<file path="src/rtl/pe_input_scheduler.sv">
// Round-robin input scheduler in front of the PE MUL->ACC->AF pipeline; admits DATA only for the active layer.
// Build macro SCH_DROP_STALE_EN: consume DATA one sequence behind exp_seq and count the drops on drop_cnt.

package pe_input_scheduler_pkg;

    typedef enum logic [2:0] {
        T_DATA       = 3'b000,
        T_CONF_INB   = 3'b001,
        T_CONF_W     = 3'b010,
        T_CONF_AFLUT = 3'b100,
        T_CONF_AFLB  = 3'b101,
        T_CONF_AFUB  = 3'b110
    } pkt_type_e;

    // Smallest w with 2^w >= 2*sqrt(n), evaluated exactly as 4^w >= 4*n.
    function automatic int f_seq_width(input int n);
        int w;
        w = 0;
        while ((longint'(1) << (2 * w)) < (longint'(4) * longint'(n)))
            w++;
        return w;
    endfunction

endpackage

module pe_input_scheduler
    import pe_input_scheduler_pkg::*;
#(
    parameter  int NETWORK_SIZE  = 256,
    parameter  int N_PORTS       = 4,
    localparam int SW            = $clog2(NETWORK_SIZE),
    localparam int SEQ_WIDTH     = f_seq_width(NETWORK_SIZE),
    localparam int PAYLOAD_WIDTH = 32,
    localparam int TYPE_WIDTH    = 3,
    localparam int PACKET_SIZE   = TYPE_WIDTH + SEQ_WIDTH + 2 * SW + PAYLOAD_WIDTH
) (
    input  logic                           clk,
    input  logic                           rst,
    input  logic [N_PORTS-1:0]             in_valid,
    input  logic [N_PORTS*PACKET_SIZE-1:0] in_packet,
    output logic [N_PORTS-1:0]             in_halt,
    output logic                           SCH_MUL_valid,
    output logic [TYPE_WIDTH-1:0]          SCH_MUL_type,
    output logic [SEQ_WIDTH-1:0]           SCH_MUL_seqNum,
    output logic [SW-1:0]                  SCH_MUL_inputNum,
    output logic [PAYLOAD_WIDTH-1:0]       SCH_MUL_data,
    input  logic                           SCH_MUL_halt,
    output logic [SEQ_WIDTH-1:0]           exp_seq,
    output logic                           layer_done
`ifdef SCH_DROP_STALE_EN
    ,
    output logic [7:0]                     drop_cnt
`endif
);

    localparam int PTR_W = (N_PORTS > 1) ? $clog2(N_PORTS) : 1;

    typedef enum logic {
        S_UNCONF = 1'b0,
        S_RUN    = 1'b1
    } state_e;

    state_e                   r_state;
    state_e                   w_state_nxt;
    logic [SEQ_WIDTH-1:0]     r_exp_seq;
    logic [SW:0]              r_in_cnt;
    logic [SW-1:0]            r_num_inputs;
    logic [PTR_W-1:0]         r_rr_ptr;
    logic                     r_layer_done;

    logic                     r_valid;
    logic [TYPE_WIDTH-1:0]    r_type;
    logic [SEQ_WIDTH-1:0]     r_seq;
    logic [SW-1:0]            r_src;
    logic [PAYLOAD_WIDTH-1:0] r_data;

    logic [TYPE_WIDTH-1:0]    w_type [N_PORTS];
    logic [SEQ_WIDTH-1:0]     w_seq  [N_PORTS];
    logic [SW-1:0]            w_src  [N_PORTS];
    logic [PAYLOAD_WIDTH-1:0] w_data [N_PORTS];
    logic [N_PORTS-1:0]       w_unused_dest;

    logic [N_PORTS-1:0]       w_elig;
    logic [N_PORTS-1:0]       w_cand;
    logic                     w_at_boundary;
    logic                     w_load;
    logic                     w_found;
    logic [PTR_W-1:0]         w_gidx;
    logic [PTR_W-1:0]         w_idx;
    logic                     w_accept;
    logic                     w_drop;
    logic                     w_fwd;
    logic                     w_data_acc;
    logic                     w_inb_acc;
    logic [SW:0]              w_cnt_inc;
    logic                     w_layer_end;

    for (genvar g = 0; g < N_PORTS; g++) begin : g_field
        localparam int BASE = g * PACKET_SIZE;
        assign w_data[g]        = in_packet[BASE +: PAYLOAD_WIDTH];
        assign w_src[g]         = in_packet[BASE + PAYLOAD_WIDTH +: SW];
        assign w_unused_dest[g] = ^in_packet[BASE + PAYLOAD_WIDTH + SW +: SW];
        assign w_seq[g]         = in_packet[BASE + PAYLOAD_WIDTH + 2 * SW +: SEQ_WIDTH];
        assign w_type[g]        = in_packet[BASE + PACKET_SIZE - TYPE_WIDTH +: TYPE_WIDTH];
    end

    assign w_at_boundary = (r_in_cnt == '0);

    // NOTE: every always_comb output gets a default first so no path leaves it unassigned (no latch).
    always_comb begin
        w_elig = '0;
        for (int i = 0; i < N_PORTS; i++) begin
            case (w_type[i])
                T_CONF_W, T_CONF_AFLUT, T_CONF_AFLB, T_CONF_AFUB:
                    w_elig[i] = in_valid[i];
                T_CONF_INB:
                    w_elig[i] = in_valid[i] & w_at_boundary;
                T_DATA:
                    w_elig[i] = in_valid[i] & (r_state == S_RUN) & (w_seq[i] == r_exp_seq);
                default:
                    w_elig[i] = 1'b0;
            endcase
        end
    end

    // Output register slot is free when empty or being drained this cycle.
    assign w_load = ~r_valid | ~SCH_MUL_halt;

    always_comb begin
        w_found = 1'b0;
        w_gidx  = r_rr_ptr;
        w_idx   = r_rr_ptr;
        for (int k = 0; k < N_PORTS; k++) begin
            if (!w_found && w_cand[w_idx]) begin
                w_found = 1'b1;
                w_gidx  = w_idx;
            end
            w_idx = (w_idx == PTR_W'(N_PORTS - 1)) ? '0 : w_idx + PTR_W'(1);
        end
    end

    assign w_accept = w_load & w_found & ~rst;

`ifdef SCH_DROP_STALE_EN
    logic [N_PORTS-1:0] w_stale;
    logic [7:0]         r_drop_cnt;

    always_comb begin
        w_stale = '0;
        for (int i = 0; i < N_PORTS; i++)
            w_stale[i] = in_valid[i] & (w_type[i] == T_DATA)
                       & (w_seq[i] == r_exp_seq - SEQ_WIDTH'(1));
    end

    assign w_cand = w_elig | w_stale;
    assign w_drop = w_accept & w_stale[w_gidx];

    always_ff @(posedge clk) begin
        if (rst)
            r_drop_cnt <= '0;
        else if (w_drop && r_drop_cnt != 8'hFF)
            r_drop_cnt <= r_drop_cnt + 8'd1;
    end

    assign drop_cnt = r_drop_cnt;
`else
    assign w_cand = w_elig;
    assign w_drop = 1'b0;
`endif

    assign w_fwd      = w_accept & ~w_drop;
    assign w_data_acc = w_fwd & (w_type[w_gidx] == T_DATA);
    assign w_inb_acc  = w_fwd & (w_type[w_gidx] == T_CONF_INB);
    assign w_cnt_inc  = r_in_cnt + (SW + 1)'(1);
    assign w_layer_end = (w_cnt_inc == {1'b0, r_num_inputs});

    always_comb begin
        in_halt = '1;
        if (w_accept)
            in_halt[w_gidx] = 1'b0;
    end

    always_comb begin
        w_state_nxt = r_state;
        if (w_inb_acc)
            w_state_nxt = (w_src[w_gidx] != '0) ? S_RUN : S_UNCONF;
    end

    // NOTE: sequential state uses non-blocking assignments so all registers update from pre-edge values.
    always_ff @(posedge clk) begin
        if (rst)
            r_state <= S_UNCONF;
        else
            r_state <= w_state_nxt;
    end

    always_ff @(posedge clk) begin
        if (rst) begin
            r_valid      <= 1'b0;
            r_type       <= '0;
            r_seq        <= '0;
            r_src        <= '0;
            r_data       <= '0;
            r_rr_ptr     <= '0;
            r_exp_seq    <= '0;
            r_in_cnt     <= '0;
            r_num_inputs <= '0;
            r_layer_done <= 1'b0;
        end else begin
            r_layer_done <= 1'b0;
            if (w_load) begin
                r_valid <= w_fwd;
                if (w_fwd) begin
                    r_type <= w_type[w_gidx];
                    r_seq  <= w_seq[w_gidx];
                    r_src  <= w_src[w_gidx];
                    r_data <= w_data[w_gidx];
                end
            end
            if (w_accept)
                r_rr_ptr <= (w_gidx == PTR_W'(N_PORTS - 1)) ? '0 : w_gidx + PTR_W'(1);
            if (w_inb_acc)
                r_num_inputs <= w_src[w_gidx];
            if (w_data_acc) begin
                if (w_layer_end) begin
                    r_in_cnt     <= '0;
                    r_exp_seq    <= r_exp_seq + SEQ_WIDTH'(1);
                    r_layer_done <= 1'b1;
                end else begin
                    r_in_cnt <= w_cnt_inc;
                end
            end
        end
    end

    assign SCH_MUL_valid    = r_valid;
    assign SCH_MUL_type     = r_type;
    assign SCH_MUL_seqNum   = r_seq;
    assign SCH_MUL_inputNum = r_src;
    assign SCH_MUL_data     = r_data;
    assign exp_seq          = r_exp_seq;
    assign layer_done       = r_layer_done;

endmodule

</file>
<file path="config.mk">
export PLATFORM = sky130hd
export DESIGN_NAME = pe_input_scheduler
export DESIGN_NICKNAME = d
export VERILOG_FILES = /design/src/rtl/pe_input_scheduler.sv
export SDC_FILE = /design/constraint.sdc
export NUM_CORES = 1
export LEC_CHECK = 0
export CAP_MARGIN = 20
export CORE_ASPECT_RATIO = 0.7
export CORE_MARGIN = 2
export CORE_UTILIZATION = 41
export CTS_BUF_LIST = sky130_fd_sc_hd__clkbuf_16
export CTS_CLUSTER_DIAMETER = 60
export CTS_CLUSTER_SIZE = 25
export DETAILED_ROUTE_END_ITERATION = 10
export GPL_TIMING_DRIVEN = 0
export PLACE_DENSITY_LB_ADDON = 0.08
export REMOVE_ABC_BUFFERS = 1
export SLEW_MARGIN = 5
export SYNTH_ARGS = -nofsm -noshare
export SYNTH_HDL_FRONTEND = slang
export SYNTH_SLANG_ARGS = --single-unit
</file>
<file path="constraint.sdc">
create_clock -name clk -period 6.2 [get_ports clk]
set_input_delay 1.24 -clock clk [delete_from_list [all_inputs] [get_ports clk]]
set_output_delay 1.24 -clock clk [all_outputs]
set_load 0.01 [all_outputs]
</file>
==> impl_results.rst <==
.. list-table::
   :header-rows: 1

   * - Metric
     - Value
   * - Largest cells by area after synthesis
     - sky130_fd_sc_hd__dfxtp_1, sky130_fd_sc_hd__nand2_1, sky130_fd_sc_hd__nor2_1
   * - Horizontal die dimension
     - about 140 µm
   * - Warnings, synthesis
     - 0
   * - Hold crit path type
     - reg2reg
   * - Launch point of the worst reg-to-reg path
     - r_in_cnt[0]
   * - Cell count after synthesis
     - between 800 and 900
   * - Clock Skews
     - about 0.0082 ns
   * - Worst-case clock buffer depth
     - 2
   * - Number of library cell types mapped by synthesis
     - slightly below 70
   * - Most frequent CP cell
     - sky130_fd_sc_hd__clkdlybuf4s50_1
   * - Static leakage power
     - roughly 3.4 nW
   * - Cell type of the slowest stage on the worst timing path
     - sky130_fd_sc_hd__clkdlybuf4s50_1
   * - CTS Buf Count
     - 9
   * - Category of the worst setup path capture point
     - output pin
   * - Ratio of cells with drive above 1 in the final layout
     - 0.05973
   * - Area occupied by multi-input gates
     - approximately 3800 µm²
   * - Area fraction of the dominant cell type after synthesis
     - 0.2698
   * - Non-Filler Cell Area, Final
     - 8700 µm²
   * - Required time at the worst-slack endpoint
     - 4.96 ns
   * - Worst path bufs/invs
     - 5
   * - Critical path launch point type
     - primary input
   * - Via count
     - 6454
   * - Cell type contributing the most total cell area after synthesis
     - sky130_fd_sc_hd__dfxtp_1
   * - GRT Total Usage
     - 0.2714
   * - Min Clock Period, post-route
     - roughly 6.0 ns
   * - Mapped cell area
     - approximately 5600 µm²
   * - Wire length per cell after detailed routing
     - 16.19 µm
   * - Total negative setup slack
     - 0 ns
   * - Total number of placement rows
     - 35
   * - Worst stage delay on the critical path
     - 0.57 ns
   * - Total Die Area
     - 14530 µm²
   * - Number of endpoints failing setup at the final stage
     - 0
   * - Skew-Pair Late Insertion Delay
     - approximately 0.34 ns
   * - Cell Count Post-Placement
     - between 1000 and 1500
   * - Critical path's top delay family
     - buffers and inverters
   * - Worst-Margin Slew
     - ~0.99 ns
   * - CP cell instances
     - clkdlybuf4s50_1 > or3_1 > a31oi_2 > or3_4 > o31ai_4 > o311ai_4 > a211oi_4 > nor2_4 > buf_12 > inv_4 > buf_16 > ha_1 > nand2_1 > clkdlybuf4s50_1
   * - Number of max-cap violations
     - 0
   * - Number of stages on the worst hold path
     - 2
   * - Buffer type at the clock tree root
     - sky130_fd_sc_hd__clkbuf_16
   * - Pins Over Slew Limit
     - 0
   * - Reg-to-reg endpoint
     - r_state
   * - Share of the yosys chip area belonging to registers
     - 0.2698
   * - Worst slew margin
     - 0.3378
   * - DRC
     - 0
   * - Post-detailed-placement half-perimeter wirelength
     - about 14000 µm
   * - Area growth from synthesis to layout
     - 56.35%
   * - Worst hold start
     - SCH_MUL_data[17]
   * - Net count, final
     - 1272
   * - Clock sinks
     - 75
   * - Placeable Area
     - around 13000 µm²
   * - Die extent in y
     - around 100 µm
   * - Placed standard-cell area
     - between 8000 and 9000 µm²
   * - Final standard cell count with taps included and fillers excluded
     - about 1200
   * - Arrival @ worst endpoint
     - about 4.8 ns
   * - Remaining number of nets flagged by the antenna check after routing
     - 0
   * - Async set-reset flop share out of synthesis
     - 0
   * - Hold-critical path endpoint
     - SCH_MUL_data[17]
   * - First drt pass iteration count
     - 5
   * - Setup repair after global routing missed its margin
     - no
   * - Register bit count reported by yosys
     - 75
   * - Peak supply drop
     - between 200 and 250 µV
   * - Fin crit share
     - 0.9749
   * - Number of cells on the worst reg-to-reg path
     - 15
   * - Total congestion overflow
     - 0
   * - H-Tree Level Count
     - 3
   * - Number of design-rule violations left by the first detailed-router iteration
     - between 400 and 500
   * - CTS tree
     - built
   * - WL final
     - 19810 µm
   * - Maximum number of pins on one net before global-route repair
     - 92
   * - Cts hold-fix bufs
     - 0
   * - Filler cells
     - approximately 1200
   * - Highest fanout seen on the critical path
     - 23
   * - Number of I/O port buffers
     - roughly 260
   * - Via-to-Cell Ratio
     - around 5.3
   * - Maximum operating frequency
     - roughly 0.17 GHz
   * - Most common flop cell mapped by yosys
     - sky130_fd_sc_hd__dfxtp_1
   * - Post-synth EDFFs
     - 0
   * - Starting density of the core
     - 0.4207
   * - Global-route wire length before repair
     - around 31000 µm
   * - Pwr Density
     - 446.5 nW/µm²
   * - Number of antenna repair diodes
     - 0
   * - IO Pins
     - slightly below 300
   * - Total power
     - 0.003885 W
   * - Register-to-register setup slack
     - 1.27 ns
   * - Final Hold Fails
     - 0
   * - Number of antenna violations at the first check in global routing
     - 0
   * - Register clock-pin slew on the reported worst setup and hold paths
     - roughly 0.060 ns
   * - Status
     - finished, final reports clean
   * - Last weighted congestion value of the routability-driven placer
     - 0.8862
   * - Post-synthesis area per instance
     - ~6.8 µm²
   * - Via count of the first global-routing pass
     - roughly 6000
   * - Critical path start-end classification
     - in2out
   * - FF+latch area
     - around 1500 µm²
-- worst max-delay path by stage --
stage | slack (ns) | start | to | cells past startpoint
floorplan | -1.20 | in_packet[160] | in_halt[0] | 11
global placement | -4.85 | in_packet[49] | in_halt[0] | 13
detailed placement | -0.77 | in_packet[49] | in_halt[0] | 15
CTS | 0.04 | in_packet[53] | in_halt[0] | 14
global route | 0.05 | in_packet[48] | in_halt[0] | 15
finish | 0.16 | in_packet[53] | in_halt[0] | 14
-- cells in the mapped netlist (all sizes together), types with 5 or more instances --
cell    count
nand2     142
a21oi      28
ha          8
or4b        5
o21ai      94
o31ai       6
mux2i       9
a32oi      10
xor2        9
nand3      52
xnor2      20
inv        12
or3         9
clkbuf     35
and3        7
nor3        8
and2        7
buf        29
nor2      138
a31oi       6
nand3b     51
dfxtp      75
-- flip-flops by register name, summed over array words and instances (netlist names) --
register,cells
layer_done,1
r_rr_ptr,2
SCH_MUL_seqNum,5
r_in_cnt,9
SCH_MUL_inputNum,8
r_num_inputs,8
r_state,1
exp_seq,5
SCH_MUL_data,32
SCH_MUL_type,3
SCH_MUL_valid,1
-- logic make-up after synthesis --
kind of cell / count (synthesis) / synth area share
buffers and inverters: 76 / 0.06139
adders and majority gates: 8 / 0.01799
muxes: 11 / 0.02024
and+or+nand+nor: 438 / 0.3785
DFF: 75 / 0.2698
xor gates and xnor gates: 29 / 0.04565
AOI/OAI and AO/OA: 177 / 0.2064
-- through the flow --
stage,util,setup slack (ns),hold slack [ns]
2_1_floorplan,-,-1.203,0.4731
3_3_place_gp,0.6103,-4.851,0.4644
3_5_place_dp,0.6239,-0.7709,0.4610
4_1_cts,0.6518,0.04280,0.4752
5_1_grt,0.6578,0.05334,0.4934
6_report,0.6578,0.1557,0.4753
-- worst register-to-register path: cells and delay by family, from the launching register on --
family                     cells  cell delay, ns
adders and majority gates      1            0.15
and+or+nand+nor                4            1.52
AOI/OAI and AO/OA              7            2.17
DFF                            1            0.37
buffers and inverters          3            0.58
-- cell usage in the layout, fill, tap and decap left out, types with 5 or more instances in the layout --
cell type	instances
sky130_fd_sc_hd__ha_1	8
sky130_fd_sc_hd__nor3_1	8
sky130_fd_sc_hd__mux2i_1	9
sky130_fd_sc_hd__and3_1	7
sky130_fd_sc_hd__nand3_1	52
sky130_fd_sc_hd__inv_1	13
sky130_fd_sc_hd__nor2_1	136
sky130_fd_sc_hd__nand3b_1	51
sky130_fd_sc_hd__a21oi_1	27
sky130_fd_sc_hd__nand2_1	138
sky130_fd_sc_hd__dfxtp_1	75
sky130_fd_sc_hd__clkbuf_16	11
sky130_fd_sc_hd__clkdlybuf4s50_1	256
sky130_fd_sc_hd__or3_1	7
sky130_fd_sc_hd__xnor2_1	20
sky130_fd_sc_hd__o21ai_0	80
sky130_fd_sc_hd__a31oi_1	5
sky130_fd_sc_hd__a32oi_1	10
sky130_fd_sc_hd__o21ai_1	14
sky130_fd_sc_hd__and2_1	7
sky130_fd_sc_hd__xor2_1	9
-- per-layer routing --
layer  part of all wire  track usage  up-vias
li1                   -            -     3251
met1               0.45       0.3568     2924
met2               0.44       0.4409      249
met3              0.083      0.06714       30
met4              0.023      0.08899        0
met5                  0            0        -
-- cell type report --
class                      count  area share
multi-input combinational    664      0.4365
clock buffer                   9     0.02589
clock inverter                 7    0.005321
tap                          185     0.02661
sequential                    75      0.1726
inverter                      12    0.005465
timing repair buffer         271      0.3276
-- power breakdown --
group,internal (W),switching (W)
Combinational,0.00115,0.00152
Clock,0.000270,0.000218
Sequential,0.000636,0.0000892
Total,0.00206,0.00183
-- repair_timing --
action / 4_1_cts / 5_1_grt
pin swaps: 3 / 2
endpoints found under the hold margin: 0 / 0
cloned: 2 / 2
endpoints found under the setup margin: 4 / 1
buffers inserted: 3 / 1
gates resized for setup: 7 / 3
(Power assumes the default switching activity.)
